===== src/rtl/instr_encoder_loader_if.sv =====
// Request and instruction-memory write bundle between a program loader
// (master) and the instruction encoder (slave).
interface instr_encoder_loader_if #(
  parameter int AW = 8
) ();
  logic              req_valid;
  logic              req_ready;
  logic [3:0]        req_op;
  logic [2:0]        req_ra;
  logic [2:0]        req_rb;
  logic [2:0]        req_mode;
  logic [4:0]        req_imm;
  logic              imem_we;
  logic [AW-1:0]     imem_addr;
  logic [8:0]        imem_wdata;
  logic [AW:0]       word_count;
  logic              full;
  logic              err;

  modport master (
    output req_valid, req_op, req_ra, req_rb, req_mode, req_imm,
    input  req_ready, imem_we, imem_addr, imem_wdata, word_count, full, err
  );

  modport slave (
    input  req_valid, req_op, req_ra, req_rb, req_mode, req_imm,
    output req_ready, imem_we, imem_addr, imem_wdata, word_count, full, err
  );
endinterface


===== src/rtl/instr_encoder_loader.sv =====
// Streaming instruction encoder: packs symbolic requests into 9-bit words and
// writes them sequentially from address 0. ADDIW expands into two AddI words.
module instr_encoder_loader #(
  parameter int AW    = 8,
  parameter int DEPTH = 256
) (
  input  logic                    clk,
  input  logic                    rst,
  input  logic                    clear,
  instr_encoder_loader_if.slave   bus
);

  typedef enum logic {IDLE, EMIT2} state_t;

  state_t              state_q, state_d;
  logic                we_q;
  logic [AW-1:0]       addr_q;
  logic [8:0]          wdata_q;
  logic [AW:0]         count_q;
  logic                err_q;
  logic [8:0]          word2_q;

  logic                full;
  logic                ready;
  logic                fire;
  logic                legal;
  logic                is_addiw;
  logic                room2;
  logic                emit;
  logic                set_err;
  logic [8:0]          emit_word;
  logic [8:0]          word1;
  logic [8:0]          word2;
  logic signed [4:0]   imm;
  logic signed [4:0]   imm_lo;
  logic signed [4:0]   imm_hi;

  // Field legality against the ISA for every opcode.
  function automatic logic is_legal(input logic [3:0] op, input logic [2:0] ra,
                                    input logic [2:0] mode, input logic [4:0] im);
    case (op)
      4'd0, 4'd1, 4'd2, 4'd7, 4'd8: is_legal = 1'b1;
      4'd3, 4'd4:                   is_legal = ~ra[2];
      4'd5:                         is_legal = ra[2] & (im[4] == im[3]);
      4'd6:                         is_legal = (mode == 3'b000) | (mode == 3'b010) |
                                               (mode == 3'b011) | (mode == 3'b100) |
                                               (mode == 3'b110);
      4'd9:                         is_legal = ra[2] & (im != 5'b01111);
      default:                      is_legal = 1'b0;
    endcase
  endfunction

  // One AddI word; the immediate must already fit in 4 signed bits.
  function automatic logic [8:0] addi_word(input logic [2:0] ra, input logic signed [4:0] im);
    addi_word = {3'b100, ra[1:0], im[3:0]};
  endfunction

  // Single-word encoding; for ADDIW this is the first of the pair.
  function automatic logic [8:0] encode(input logic [3:0] op, input logic [2:0] ra,
                                        input logic [2:0] rb, input logic [2:0] mode,
                                        input logic signed [4:0] im,
                                        input logic signed [4:0] im_lo);
    case (op)
      4'd0:    encode = {3'b000, ra, rb};
      4'd1:    encode = {3'b001, ra, rb};
      4'd2:    encode = {3'b010, ra, rb};
      4'd3:    encode = {3'b011, ra[1:0], 1'b0, rb};
      4'd4:    encode = {3'b011, ra[1:0], 1'b1, rb};
      4'd5:    encode = addi_word(ra, im);
      4'd6:    encode = {3'b101, ra, mode};
      4'd7:    encode = {3'b110, ra, mode};
      4'd8:    encode = {3'b111, ra, mode};
      4'd9:    encode = addi_word(ra, im_lo);
      default: encode = 9'd0;
    endcase
  endfunction

  // ADDIW split: the halves differ by at most one, so both fit 4-bit signed.
  assign imm    = bus.req_imm;
  assign imm_lo = imm >>> 1;
  assign imm_hi = imm - imm_lo;

  assign word1    = encode(bus.req_op, bus.req_ra, bus.req_rb, bus.req_mode, imm, imm_lo);
  assign word2    = addi_word(bus.req_ra, imm_hi);
  assign legal    = is_legal(bus.req_op, bus.req_ra, bus.req_mode, bus.req_imm);
  assign is_addiw = (bus.req_op == 4'd9);
  assign room2    = ({1'b0, count_q} + (AW+2)'(2)) <= (AW+2)'(DEPTH);

  assign full  = (count_q == (AW+1)'(DEPTH));
  assign ready = (state_q == IDLE) & ~full & ~clear;
  assign fire  = bus.req_valid & ready;

  // State register.
  always_ff @(posedge clk or posedge rst) begin
    if (rst) state_q <= IDLE;
    else     state_q <= state_d;
  end

  // Next state: only a legal ADDIW with room for both words enters EMIT2.
  always_comb begin
    state_d = state_q;
    if (clear) begin
      state_d = IDLE;
    end else begin
      case (state_q)
        IDLE:    if (fire && is_addiw && legal && room2) state_d = EMIT2;
        EMIT2:   state_d = IDLE;
        default: state_d = IDLE;
      endcase
    end
  end

  // Output decode: what (if anything) gets written at the next edge.
  always_comb begin
    emit      = 1'b0;
    set_err   = 1'b0;
    emit_word = word1;
    if (!clear) begin
      case (state_q)
        IDLE: begin
          if (fire) begin
            if (!legal || (is_addiw && !room2)) set_err = 1'b1;
            else                                emit    = 1'b1;
          end
        end
        EMIT2: begin
          emit      = 1'b1;
          emit_word = word2_q;
        end
        default: ;
      endcase
    end
  end

  // Write port, word counter and sticky error.
  always_ff @(posedge clk or posedge rst) begin
    if (rst) begin
      we_q    <= 1'b0;
      addr_q  <= '0;
      wdata_q <= '0;
      count_q <= '0;
      err_q   <= 1'b0;
    end else if (clear) begin
      we_q    <= 1'b0;
      addr_q  <= '0;
      count_q <= '0;
      err_q   <= 1'b0;
    end else begin
      we_q <= emit;
      if (emit) begin
        addr_q  <= count_q[AW-1:0];
        wdata_q <= emit_word;
        count_q <= count_q + (AW+1)'(1);
      end
      if (set_err) err_q <= 1'b1;
    end
  end

  // Second ADDIW word held for the EMIT2 cycle; only read when state says so.
  always_ff @(posedge clk) begin
    if (state_q == IDLE && fire) word2_q <= word2;
  end

  assign bus.req_ready  = ready;
  assign bus.imem_we    = we_q;
  assign bus.imem_addr  = addr_q;
  assign bus.imem_wdata = wdata_q;
  assign bus.word_count = count_q;
  assign bus.full       = full;
  assign bus.err        = err_q;

endmodule


===== src/flat_wrapper.sv =====
// flat-port wrapper written by rule: the top's interface ports become plain ports
module instr_encoder_loader_flat 
#(
  parameter int AW    = 8,
  parameter int DEPTH = 256
)
  (clk, rst, clear, bus_req_valid, bus_req_op, bus_req_ra, bus_req_rb, bus_req_mode, bus_req_imm, bus_req_ready, bus_imem_we, bus_imem_addr, bus_imem_wdata, bus_word_count, bus_full, bus_err);
  instr_encoder_loader_if #(.AW(AW)) bus_i ();
  input  logic clk;
  input  logic rst;
  input  logic clear;
  input wire logic [$bits(bus_i.req_valid)-1:0] bus_req_valid;
  input wire logic [$bits(bus_i.req_op)-1:0] bus_req_op;
  input wire logic [$bits(bus_i.req_ra)-1:0] bus_req_ra;
  input wire logic [$bits(bus_i.req_rb)-1:0] bus_req_rb;
  input wire logic [$bits(bus_i.req_mode)-1:0] bus_req_mode;
  input wire logic [$bits(bus_i.req_imm)-1:0] bus_req_imm;
  output wire logic [$bits(bus_i.req_ready)-1:0] bus_req_ready;
  output wire logic [$bits(bus_i.imem_we)-1:0] bus_imem_we;
  output wire logic [$bits(bus_i.imem_addr)-1:0] bus_imem_addr;
  output wire logic [$bits(bus_i.imem_wdata)-1:0] bus_imem_wdata;
  output wire logic [$bits(bus_i.word_count)-1:0] bus_word_count;
  output wire logic [$bits(bus_i.full)-1:0] bus_full;
  output wire logic [$bits(bus_i.err)-1:0] bus_err;
  assign bus_i.req_valid = bus_req_valid;
  assign bus_i.req_op = bus_req_op;
  assign bus_i.req_ra = bus_req_ra;
  assign bus_i.req_rb = bus_req_rb;
  assign bus_i.req_mode = bus_req_mode;
  assign bus_i.req_imm = bus_req_imm;
  assign bus_req_ready = bus_i.req_ready;
  assign bus_imem_we = bus_i.imem_we;
  assign bus_imem_addr = bus_i.imem_addr;
  assign bus_imem_wdata = bus_i.imem_wdata;
  assign bus_word_count = bus_i.word_count;
  assign bus_full = bus_i.full;
  assign bus_err = bus_i.err;
  instr_encoder_loader #(.AW(AW), .DEPTH(DEPTH)) u_core (.clk(clk), .rst(rst), .clear(clear), .bus(bus_i));
endmodule

===== config.mk =====
export PLATFORM = sky130hd
export DESIGN_NAME = instr_encoder_loader_flat
export DESIGN_NICKNAME = d
export VERILOG_FILES = /design/src/rtl/instr_encoder_loader_if.sv /design/src/rtl/instr_encoder_loader.sv /design/src/flat_wrapper.sv
export SDC_FILE = /design/constraint.sdc
export NUM_CORES = 1
export LEC_CHECK = 0
export ABC_AREA = 0
export ABC_CLOCK_PERIOD_IN_PS = 2350
export BUFFER_PORTS_ARGS = -buffer_cell sky130_fd_sc_hd__buf_2
export CORE_AREA = 8 8 80 82
export CTS_CLUSTER_SIZE = 40
export DETAILED_ROUTE_END_ITERATION = 8
export DIE_AREA = 0 0 88 90
export PLACE_DENSITY = 0.75
export SLEW_MARGIN = 30
export SYNTH_ARGS = -nofsm -noshare
export SYNTH_HDL_FRONTEND = slang
export SYNTH_SLANG_ARGS = --single-unit

===== constraint.sdc =====
create_clock -name clk -period 2.35 [get_ports clk]
set_input_delay 0.235 -clock clk [delete_from_list [all_inputs] [get_ports clk]]
set_output_delay 0.235 -clock clk [all_outputs]
set_load 0.02 [all_outputs]

# Word-level counts from Yosys, hierarchy flattened
# Index checks and enable logic that the tools add are counted.
dict set report classes {
  bitwise_logic 13
  add_sub_neg 3
  magnitude_cmp 1
  eq_ne 16
  reduce_logical 15
  mux 21
}
# operator n
set op_table {}
lappend op_table {{case mux 9 bit (10 select lines)} 1}
lappend op_table {{2-to-1 mux 9 bit} 3}
lappend op_table {{equality test 4 x 3 -> 1 bit, second input constant} 4}
lappend op_table {{2-to-1 mux 8 bit} 2}
lappend op_table {{2-to-1 mux 1 bit} 12}
lappend op_table {{adder 9 x 2 -> 10 bit, second input constant} 1}
lappend op_table {{<= comparator 10 x 9 -> 1 bit, second input constant} 1}
lappend op_table {{adder 9 x 1 -> 9 bit, second input constant} 1}
lappend op_table {{equality test 9 bit, second input constant} 1}
lappend op_table {{equality test 4 x 2 -> 1 bit, second input constant} 2}
lappend op_table {{equality test 4 bit, second input constant} 2}
lappend op_table {{equality test 3 x 2 -> 1 bit, second input constant} 2}
lappend op_table {{equality test 3 bit, second input constant} 2}
lappend op_table {{AND 1 bit} 5}
lappend op_table {{logical AND 1 bit} 5}
lappend op_table {{inequality test 5 x 4 -> 1 bit, second input constant} 1}
lappend op_table {{case mux 1 bit (5 select lines)} 1}
lappend op_table {{OR reduction 5 bit} 1}
lappend op_table {{equality test 4 x 1 -> 1 bit, second input constant} 1}
lappend op_table {{zero test 4 bit} 1}
lappend op_table {{inverter 1 bit} 4}
lappend op_table {{OR 1 bit} 4}
lappend op_table {{case mux 1 bit (2 select lines)} 2}
lappend op_table {{nonzero test 2 bit} 2}
lappend op_table {{other kinds (7)} 8}
dict set report totals {
  ff_bits 35
  word_cells 76
  output_inout_bits 30
}

# Logic depth before layout (Yosys ltp)
# Gate-level depths: netlist of the first run.
dict set report logic_depth {
  ltp_word 14
  ltp_mapped 11
}

# Least setup slack after synthesis of the first run
# Ideal clock, no wire load.
dict set report synth_timing {
  path_kind {register to register}
  startpoint {register u_core.count_q[0] (netlist: u_core.bus.word_count[0])}
  endpoint {register u_core.count_q[4] (netlist: u_core.bus.word_count[4])}
  required_time_ns 2.222
  setup_time_ns 0.128
  path_buffers 2
  synth_period_minus_slack_ns 2.733
  stages_incl_launch_ff 11
  slack_ns -0.383
  arrival_time_ns 2.605
  cell_sequence {dfrtp_1 -> inv_1 -> ha_1 -> nor4b_2 -> a31oi_1 -> and2_1 -> buf_2 -> o211ai_2 -> buf_4 -> a21oi_1 -> mux2_1}
}
dict set report synth_via {
  elab_cells_between_ends 18
  classes_between {add/sub (2); order compare (1); eq/ne (1); mux (6); bitwise (4); reduce/logical (4)}
}
# item line_no
set synth_rtl {}
lappend synth_rtl {{from (decl)} instr_encoder_loader.sv:19} ;# logic [AW:0] count_q;
lappend synth_rtl {{from (signal assigned)} instr_encoder_loader.sv:153} ;# count_q <= count_q + (AW+1)'(1);
lappend synth_rtl {{equality test 9 bit} instr_encoder_loader.sv:89} ;# assign full = (count_q == (AW+1)'(DEPTH));
lappend synth_rtl {{inverter 1 bit} instr_encoder_loader.sv:90} ;# assign ready = (state_q == IDLE) & ~full & ~clear;
lappend synth_rtl {{AND 1 bit (2 in series)} instr_encoder_loader.sv:90}
lappend synth_rtl {{named net bus_req_ready} flat_wrapper.sv:18} ;# output wire logic [$bits(bus_i.req_ready)-1:0] bus_req_ready;
lappend synth_rtl {{AND 1 bit} instr_encoder_loader.sv:91} ;# assign fire = bus.req_valid & ready;
lappend synth_rtl {{2-to-1 mux 1 bit} instr_encoder_loader.sv:121} ;# if (fire) begin
lappend synth_rtl {{case mux 1 bit (2 select lines)} instr_encoder_loader.sv:119} ;# case (state_q)
lappend synth_rtl {{2-to-1 mux 1 bit} instr_encoder_loader.sv:118} ;# if (!clear) begin
lappend synth_rtl {{nonzero test 2 bit (no source line)} -}
# The timed path passes the listed nets, and every way through them passes these cells. The select of a mux whose other input is x is not followed.
# A chain may end at the register's enable or synchronous reset.

# Final worst setup path of the first run
dict set report layout_timing {
  startpoint {register u_core.count_q[2] (netlist: u_core.bus.word_count[2])}
  endpoint {register u_core.count_q[4] (netlist: u_core.bus.word_count[4])}
}
dict set report layout_via {
  elab_chain_cells 10
  elab_cells_between_ends 18
  classes_between {add/sub (2); order compare (1); eq/ne (1); mux (6); bitwise (4); reduce/logical (4)}
}
# item line_no
set layout_rtl {}
lappend layout_rtl {{adder 9 x 2 -> 10 bit} instr_encoder_loader.sv:87} ;# assign room2 = ({1'b0, count_q} + (AW+2)'(2)) <= (AW+2)'(DEPTH);
lappend layout_rtl {{<= comparator 10 x 9 -> 1 bit} instr_encoder_loader.sv:87}
lappend layout_rtl {{zero test 1 bit} instr_encoder_loader.sv:122} ;# if (!legal || (is_addiw && !room2)) set_err = 1'b1;
lappend layout_rtl {{logical AND 1 bit} instr_encoder_loader.sv:122}
lappend layout_rtl {{logical OR 1 bit} instr_encoder_loader.sv:122}
lappend layout_rtl {{2-to-1 mux 1 bit} instr_encoder_loader.sv:122}
lappend layout_rtl {{2-to-1 mux 1 bit} instr_encoder_loader.sv:121}
lappend layout_rtl {{case mux 1 bit (2 select lines)} instr_encoder_loader.sv:119}
lappend layout_rtl {{2-to-1 mux 1 bit} instr_encoder_loader.sv:118}
lappend layout_rtl {{nonzero test 2 bit (no source line)} -}
# Several ways; a longest one is shown, not always the timed one. The select of a mux whose other input is x is not followed.

==> metrics.txt, run 1 <==
hpwl dp 5120 µm; outcome finished clean; fin nets 370; Boundary Pins 52; H-tree Lvls 2; Die Wd 88 µm; Register-to-Register Path Depth 8; worst rel slew slack 63.3%; post-synthesis mux area share 3.29%; Post-Route WL 6850 µm; largest family of logic cells by synthesized area compound AO/OA/AOI/OAI gates; TritonRoute pass-1 iters 4; Mapped Nets 307; Core Region 5240 µm²; hold-critical path depth 1; CTS tree done; fmax 0.434 GHz; EDFF count, synth 6; layout cells sized above 1 33.6%; largest cells by area after synthesis dfrtp_1 29%, edfxtp_1 7.3%, a21oi_1 4.7%; vias in the first global route 2353; crit path DAT 2.48 ns; RePlAce Congestion 0.901; initial antenna violation count 0; simple-gate portion of the synthesized area 20.2%; post-synth cell types 64; Filler cells 472; clk root buf clkbuf_8; post-synthesis adder-cell area fraction 5.37%; CP Max Fanout 6; post-synthesis sequential area ratio 36.7%; Power per Cell Area 496 nW/µm²; top cells by count, synth 29 x dfrtp_1, 23 x a21oi_1, 22 x nor2_1; Final min period 2.30 ns; Cells after DPL 400; compound-cell area share of the yosys netlist 24.3%; XOR/XNOR share of the synthesized area 2.48%; first-pass GRT wire length 11000 µm; cell with the most instances after synthesis dfrtp_1; period utilisation layout 98.0%; vias post-DR 2353; fin util 59.0%; Initial Util 47.1%; DR iter-0 viols 217; Main synth FF type dfrtp_1; DRC 0; actual slew at the worst max-slew pin 0.550 ns; Slew Limit Fails 0; vias per cell 5.73; Setup CP Type register to register; Setup crit start kind register; Critical Path Sink Type register; Synth Instances 275; RSZ-0062 raised after global routing true; die height 90 µm; Post-Layout Cell Count 411; Mean Syn Cell Area 8.98 µm²; static leakage 1.41 nW; Area Overhead vs Synth 25.2%; Synth Cell Area 2470 µm²; pin count of the biggest net entering global routing 33; DRT antenna net count 0; final setup violating endpoints 0; die area 7920 µm²; Hold Vio Cnt, Final 0; FFs w/ async S/R, synth 82.9%; CTS buffer count 5; skew final 0.00973 ns; HP Class primary input to register; max-capacitance violation count 0; Site Rows 27; PortBufs 51; CTS Buffer Depth 2; Yosys top cell by area dfrtp_1; Yosys warnings 0; GRT overflow 0; clock latency on the worst-skew pair 0.29 ns; Ant. Diodes 0; required time worst endpoint 2.53 ns; Tot GR Track Use 17.3%; clock sinks 35; Worst-path clk slew 0.08 ns; share of the synthesized area in the top cell type 29.4%; #FFs+latches synth 35; Max VDD drop 0.319 mV; WL/cell 16.7 µm
[layout by cell type, fill, tap and decap left out, types with 8 or more instances in the layout]
cell type,synthesis,final
buf_4,5,24
o21ai_1,8,9
nand2_1,8,8
nor2b_1,11,11
inv_1,17,16
dfrtp_1,29,22
a21oi_1,23,21
nor2_1,22,22
buf_2,5,51
nand3_1,13,13
o21ai_0,14,13
[worst max-delay path, cell delays in order (launching register included)]
cell and delay [ns]:
dfrtp_2 0.45, buf_4 0.16, a311oi_1 0.26, a31oi_1 0.13
nor4_4 0.39, o211ai_4 0.17, buf_12 0.17, a21oi_4 0.15
mux2_4 0.31
[report_power, final]
group / switching [mW] / internal [mW]
sequential: 0.0350 / 0.669
clock: 0.233 / 0.207
combinational: 0.233 / 0.156
[logic make-up after synthesis]
group / count (synthesis)
xor+xnor: 7
buf+inv: 40
compound gates: 89
flops: 35
fa+ha+maj: 10
mux: 7
simple gates: 87
[worst paths after layout]
kind / startpoint / endpoint / slack, ns
min in group asynchronous: rst / u_core.bus.imem_addr[2] / 0.54
max in group asynchronous: rst / u_core.bus.word_count[6] / 1.17
min: bus_req_ra[1] / u_core.word2_q[5] / 0.19
min reg2reg: u_core.word2_q[2] / u_core.bus.imem_wdata[2] / 0.48
max reg2reg: u_core.bus.word_count[2] / u_core.bus.word_count[4] / 0.05
max: u_core.bus.word_count[2] / u_core.bus.word_count[4] / 0.05
[layout make-up]
cell class	count	area [µm²]	share of cell area, %
clock buffers	5	68.8	2.23
multi-input cells	200	1460	47.3
inverters	19	71.3	2.31
clock inverters	3	18.8	0.607
repair buffers	77	465	15.1
well taps	72	90.1	2.91
flip-flops and latches	35	915	29.6
[routing by layer]
| metal | vias up | part of all wire (%) | GRT usage [%] |
|---|---|---|---|
| li1 | 1133 | - | - |
| met4 | 0 | 2.7 | 6.46 |
| met5 | - | 0 | 0 |
| met1 | 1114 | 42 | 20.3 |
| met2 | 86 | 49 | 29.2 |
| met3 | 20 | 6.3 | 4.09 |
[through the flow]
stage	area [µm²]	setup WS (ns)	TNS, ns	total power, mW	hold slack, ns
global route	3090	-0.0409	-0.267	1.61	0.185
global placement	2900	0.0655	0	1.08	0.301
CTS	3020	0.00648	0	1.54	0.183
floorplan	2500	0.0186	0	0.953	0.313
detailed placement	2900	-0.0310	-0.0811	1.09	0.308
finish	3090	0.0468	0	1.53	0.191
[state kept, by name, indices dropped and copies added, names as in the netlist]
name                   count
u_core.bus.err             1
u_core.bus.imem_addr       8
u_core.state_q             1
u_core.bus.imem_we         1
u_core.word2_q             6
u_core.bus.word_count      9
u_core.bus.imem_wdata      9
[what timing repair did]
action                                 4_1_cts  5_1_grt
gates resized for setup                      3       14
pin swaps                                    1        4
hold buffers                                 1        0
setup endpoints to repair                    7       23
setup buffers                                0        2
endpoints found under the hold margin       13        0
No activity file was read; power rests on OpenSTA's default activity.
==> run 2, diff against run 1 <==
GPL_TIMING_DRIVEN = 0   (was not set)
==> run 2 against run 1 <==
Critical path depth unchanged. Worst hold slack got worse by 0.17 ns. Core utilization about the same. Total power down 0.54%. Register-to-register slack gained 0.02 ns.
==> metrics.txt, run 2 (synthesis gave the netlist of run 1 again) <==
clk root buf clkbuf_8; initial antenna violation count 0 (unchanged); layout cells sized above 1 32.5% (-1.2 points); period utilisation layout 97.2% (-0.81 points); Core Region 5240 µm² (unchanged); CTS buffer count 5 (unchanged); fin nets 373 (+0.81%); first-pass GRT wire length 11200 µm (+2.1%); Post-Layout Cell Count 414 (+0.73%); Area Overhead vs Synth 25.3% (about the same); PortBufs 50 (-2.0%); hpwl dp 5110 µm (-0.21%); max layer used met4; HP Class primary input to asynchronous set/reset pin; commonest cells after routing, fill and taps aside 52 x buf_2, 26 x dfrtp_1, 22 x nor2_1; die height 90 µm (unchanged); outcome finished clean; Max VDD drop 0.261 mV (-18%); Post-Route WL 7080 µm (+3.4%); required time worst endpoint 2.53 ns (about the same); DRT antenna net count 0 (unchanged); RePlAce Congestion 0.916 (+1.6%); CP Max Fanout 8 (+2); met1 WL 3030 µm (+5.4%); CTS tree done; clock sinks 35 (unchanged); vias post-DR 2355 (+0.085%); commonest non-fill, non-tap cell in the layout buf_2; GRT overflow 0 (unchanged); Ant. Diodes 0 (unchanged); Tot GR Track Use 17.8% (+0.57 points); Site Rows 27 (unchanged); crit path DAT 2.46 ns (-0.02 ns); static leakage 1.41 nW (about the same); Final min period 2.28 ns (-0.0190 ns); fmax 0.438 GHz (+0.83%); TritonRoute pass-1 iters 4 (unchanged); DRC 0 (unchanged); clock latency on the worst-skew pair 0.29 ns (about the same); final setup violating endpoints 0 (unchanged); Critical Path Sink Type register; routed wl met3 409 µm (-4.7%); vias per cell 5.69 (-0.64%); Worst-path clk slew 0.07 ns (about the same); Cells after DPL 397 (-0.75%); Boundary Pins 52 (unchanged); WL/cell 17.1 µm (+2.6%); post-cts hold buffer count 0 (-1); Power per Cell Area 493 nW/µm² (-0.62%); DR iter-0 viols 151 (-30%); fin util 59.1% (about the same); skew final 0.00622 ns (-0.00351 ns); CTS Buffer Depth 2 (unchanged); die area 7920 µm² (unchanged); Setup crit start kind register; met2 WL 3580 µm (+6.7%); Initial Util 47.1% (unchanged); Slew Limit Fails 0 (unchanged); max-capacitance violation count 0 (unchanged); Die Wd 88 µm (unchanged); vias in the first global route 2271 (-3.5%); pin count of the biggest net entering global routing 30 (-9.1%); H-tree Lvls 2 (unchanged); Hold Vio Cnt, Final 0 (unchanged); actual slew at the worst max-slew pin 0.623 ns (+0.0728 ns); Setup CP Type register to register; worst rel slew slack 58.4% (-4.9 points)
[run 2: final timing paths]
kind                                                from                        to  slack [ns]  cells after the start
max in group asynchronous                            rst  u_core.bus.word_count[2]        1.89                      2
worst min register to register         u_core.word2_q[3]  u_core.bus.imem_wdata[3]        0.48                      1
worst min-delay path                                 rst   u_core.bus.imem_addr[2]        0.02                      2
min in group clk                           bus_req_ra[0]         u_core.word2_q[4]        0.18                      1
worst max register to register  u_core.bus.word_count[1]  u_core.bus.word_count[4]        0.07                      8
worst max-delay path            u_core.bus.word_count[1]  u_core.bus.word_count[4]        0.07                      8
[run 2: stage by stage]
| stage | total power [mW] | hold WS, ns | instance area [µm²] | worst slack (ns) | TNS (ns) |
|---|---|---|---|---|---|
| finish | 1.52 | 0.0183 | 3090 | 0.0658 | 0 |
| global route | 1.60 | 0.0807 | 3090 | -0.0246 | -0.0642 |
| CTS | 1.51 | 0.0368 | 2970 | 0.0000191 | 0 |
| detailed placement | 1.08 | 0.352 | 2840 | -0.118 | -1.34 |
| global placement | 1.08 | 0.466 | 2840 | -0.0937 | -0.780 |
| floorplan | 0.953 | 0.313 | 2500 | 0.0186 | 0 |
[run 2: final cells by class]
type,count,area [µm²]
buffer,21,141
tap,72,90.1
inverter,19,71.3
sequential,35,910
timing repair buffer,59,318
clock buffer,6,72.6
multi-input combinational,200,1480
clock inverter,2,12.5
fill,450,2140
[run 2: routing by layer]
metal  global-route usage, %  vias to the layer above
met1                    22.7                     1136
met4                    6.17                        0
met2                    28.2                       73
met3                    4.37                        6
met5                       0                        -
li1                        -                     1140
[run 2: power breakdown]
group	leakage, nW	total [mW]	switching [mW]	internal [mW]
Clock	0.0412	0.431	0.224	0.207
Combinational	0.931	0.396	0.240	0.155
Sequential	0.435	0.698	0.0285	0.669
[run 2: what timing repair did]
| item | in CTS | in global routing |
|---|---|---|
| pin swaps | 2 | 4 |
| gates cloned | 0 | 0 |
| gates resized for setup | 3 | 25 |
| setup endpoints to repair | 22 | 22 |
| setup buffers | 3 | 6 |
[run 2: worst max-delay path: stages, from the launching register on]
cell	delay, ns
dfrtp_2	0.45
ha_4	0.20
and2_4	0.17
and3_4	0.18
nor4_4	0.32
o211ai_2	0.18
buf_6	0.19
a21oi_2	0.16
mux2_4	0.31
==> run 3, diff against run 2 <==
CORE_AREA = 2 2 74 76   (was 8 8 80 82)
DIE_AREA = 0 0 76 78   (was 0 0 88 90)
==> run 3 against run 2 <==
Critical path depth up 1. Setup slack got worse by 0.0042 ns. Sequential cell count unchanged. Cell area increased by 1.2%. Critical path type unchanged. Highest routed layer unchanged.
==> metrics.txt, run 3 (synthesis gave the netlist of run 1 again) <==
Die Wd 76 µm (-14%); Register-to-Register Path Depth 9 (+1); required time worst endpoint 2.51 ns (-0.02 ns); post-cts hold buffer count 0 (unchanged); WL/cell 16.4 µm (-3.8%); GRT overflow 0 (unchanged); hpwl dp 4780 µm (-6.5%); final setup violating endpoints 0 (unchanged); met1 WL 2800 µm (-7.5%); RePlAce Congestion 0.900 (-1.7%); design area 3130 µm² (+1.2%); routed wl met3 407 µm (-0.49%); DRC 0 (unchanged); fmax 0.437 GHz (-0.18%); vias per cell 5.76 (+1.2%); met2 WL 3530 µm (-1.5%); CTS tree done; initial antenna violation count 0 (unchanged); Boundary Pins 52 (unchanged); first-pass GRT wire length 10900 µm (-3.0%); fin nets 374 (+0.27%); CTS Buffer Depth 2 (unchanged); fin util 62.1% (+3.0 points); Hold Vio Cnt, Final 0 (unchanged); Reg-to-Reg Start u_core.bus.word_count[0]; vias in the first global route 2291 (+0.88%); crit path DAT 2.45 ns (about the same); Overall Power 1.64 mW (+7.4%); Post-Layout Cell Count 413 (-0.24%); Tot GR Track Use 22.7% (+4.9 points); skew final 0.00893 ns (+0.00271 ns); clk root buf clkbuf_8; H-tree Lvls 2 (unchanged); die area 5930 µm² (-25%); layout cells sized above 1 31.5% (-0.97 points); vias post-DR 2377 (+0.93%); Initial Util 49.0% (+1.8 points); actual slew at the worst max-slew pin 0.605 ns (-0.0179 ns); DR iter-0 viols 245 (+62%); Post-Route WL 6790 µm (-4.0%); outcome finished clean; die height 78 µm (-13%); TritonRoute pass-1 iters 4 (unchanged); clock sinks 35 (unchanged); dpl cell area 2840 µm² (about the same); reg2reg end u_core.bus.word_count[8]; Site Rows 26 (-3.7%); CTS buffer count 5 (unchanged); HP Class primary input to asynchronous set/reset pin; Core Region 5040 µm² (-3.7%); CP Max Fanout 10 (+2); TNS Setup 0 ns (unchanged); Area Overhead vs Synth 26.9%; commonest cells after routing, fill and taps aside 53 x buf_2, 26 x dfrtp_1, 22 x nor2_1; period utilisation layout 97.4% (+0.18 points); r2r setup slk 0.06 ns (about the same); commonest non-fill, non-tap cell in the layout buf_2; Final min period 2.29 ns (+0.00420 ns); max-capacitance violation count 0 (unchanged); Cells after DPL 395 (-0.50%); static leakage 1.43 nW (+1.8%); Setup CP Type register to register; Slew Limit Fails 0 (unchanged); Max VDD drop 0.229 mV (-12%); DRT antenna net count 0 (unchanged); worst rel slew slack 59.6% (+1.2 points); Setup crit start kind register; Critical Path Sink Type register; Worst-path clk slew 0.08 ns (about the same); Power per Cell Area 523 nW/µm² (+6.1%); Ant. Diodes 0 (unchanged); PortBufs 50 (unchanged); pin count of the biggest net entering global routing 30 (unchanged); clock latency on the worst-skew pair 0.28 ns (about the same); max layer used met4
-- run 3: area by class of cell --
type | instances | area, µm²
Clock inverter | 3 | 43.8
Clock buffer | 5 | 68.8
Multi-Input combinational cell | 200 | 1480
Tap cell | 70 | 87.6
Buffer | 21 | 141
Sequential cell | 35 | 910
Timing Repair Buffer | 60 | 327
Fill cell | 454 | 1910
Inverter | 19 | 71.3
-- run 3: what timing repair did --
item | in CTS | in global routing
pin swaps | 2 | 6
gates resized for setup | 4 | 21
endpoints found under the setup margin | 22 | 20
buffers inserted | 3 | 6
gates cloned | 0 | 1
-- run 3: power by group --
group	internal [mW]	switching (mW)	total [mW]
clock network	0.316	0.222	0.538
registers	0.669	0.0326	0.702
logic	0.159	0.240	0.398
total	1.14	0.494	1.64
-- run 3: worst max-delay path by stage --
stage	startpoint	endpoint	cells past startpoint
after floorplan	u_core.bus.word_count[0]	u_core.bus.word_count[6]	9
final	u_core.bus.word_count[0]	u_core.bus.word_count[8]	9
after global routing	u_core.bus.word_count[0]	u_core.bus.word_count[7]	9
after detailed placement	u_core.bus.word_count[2]	u_core.bus.word_count[5]	8
after global placement	u_core.bus.word_count[2]	u_core.bus.word_count[5]	8
after CTS	u_core.bus.word_count[1]	u_core.bus.word_count[5]	8
-- run 3: worst max-delay path, stage by stage, from the launching register on --
cell and delay [ns]:
dfrtp_2 0.43, inv_2 0.08, ha_4 0.17, nor4b_4 0.13, a31oi_2 0.20, and2_4 0.17, buf_6 0.15, o211ai_2 0.19
a211oi_1 0.30, mux2_1 0.35
-- run 3: routing by layer --
layer | global-route usage [%] | vias to the layer above
met2 | 43.0 | 84
met3 | 3.95 | 9
met1 | 27.3 | 1140
met4 | 3.82 | 0
met5 | 0 | -
li1 | - | 1144
-- run 3: stage by stage --
| stage | hold slack [ns] | setup WS (ns) |
|---|---|---|
| 2_1_floorplan | 0.313 | 0.0186 |
| 3_3_place_gp | 0.467 | -0.0942 |
| 3_5_place_dp | 0.341 | -0.128 |
| 4_1_cts | 0.0316 | 0.000334 |
| 5_1_grt | 0.0791 | -0.0366 |
| 6_report | 0.0168 | 0.0616 |
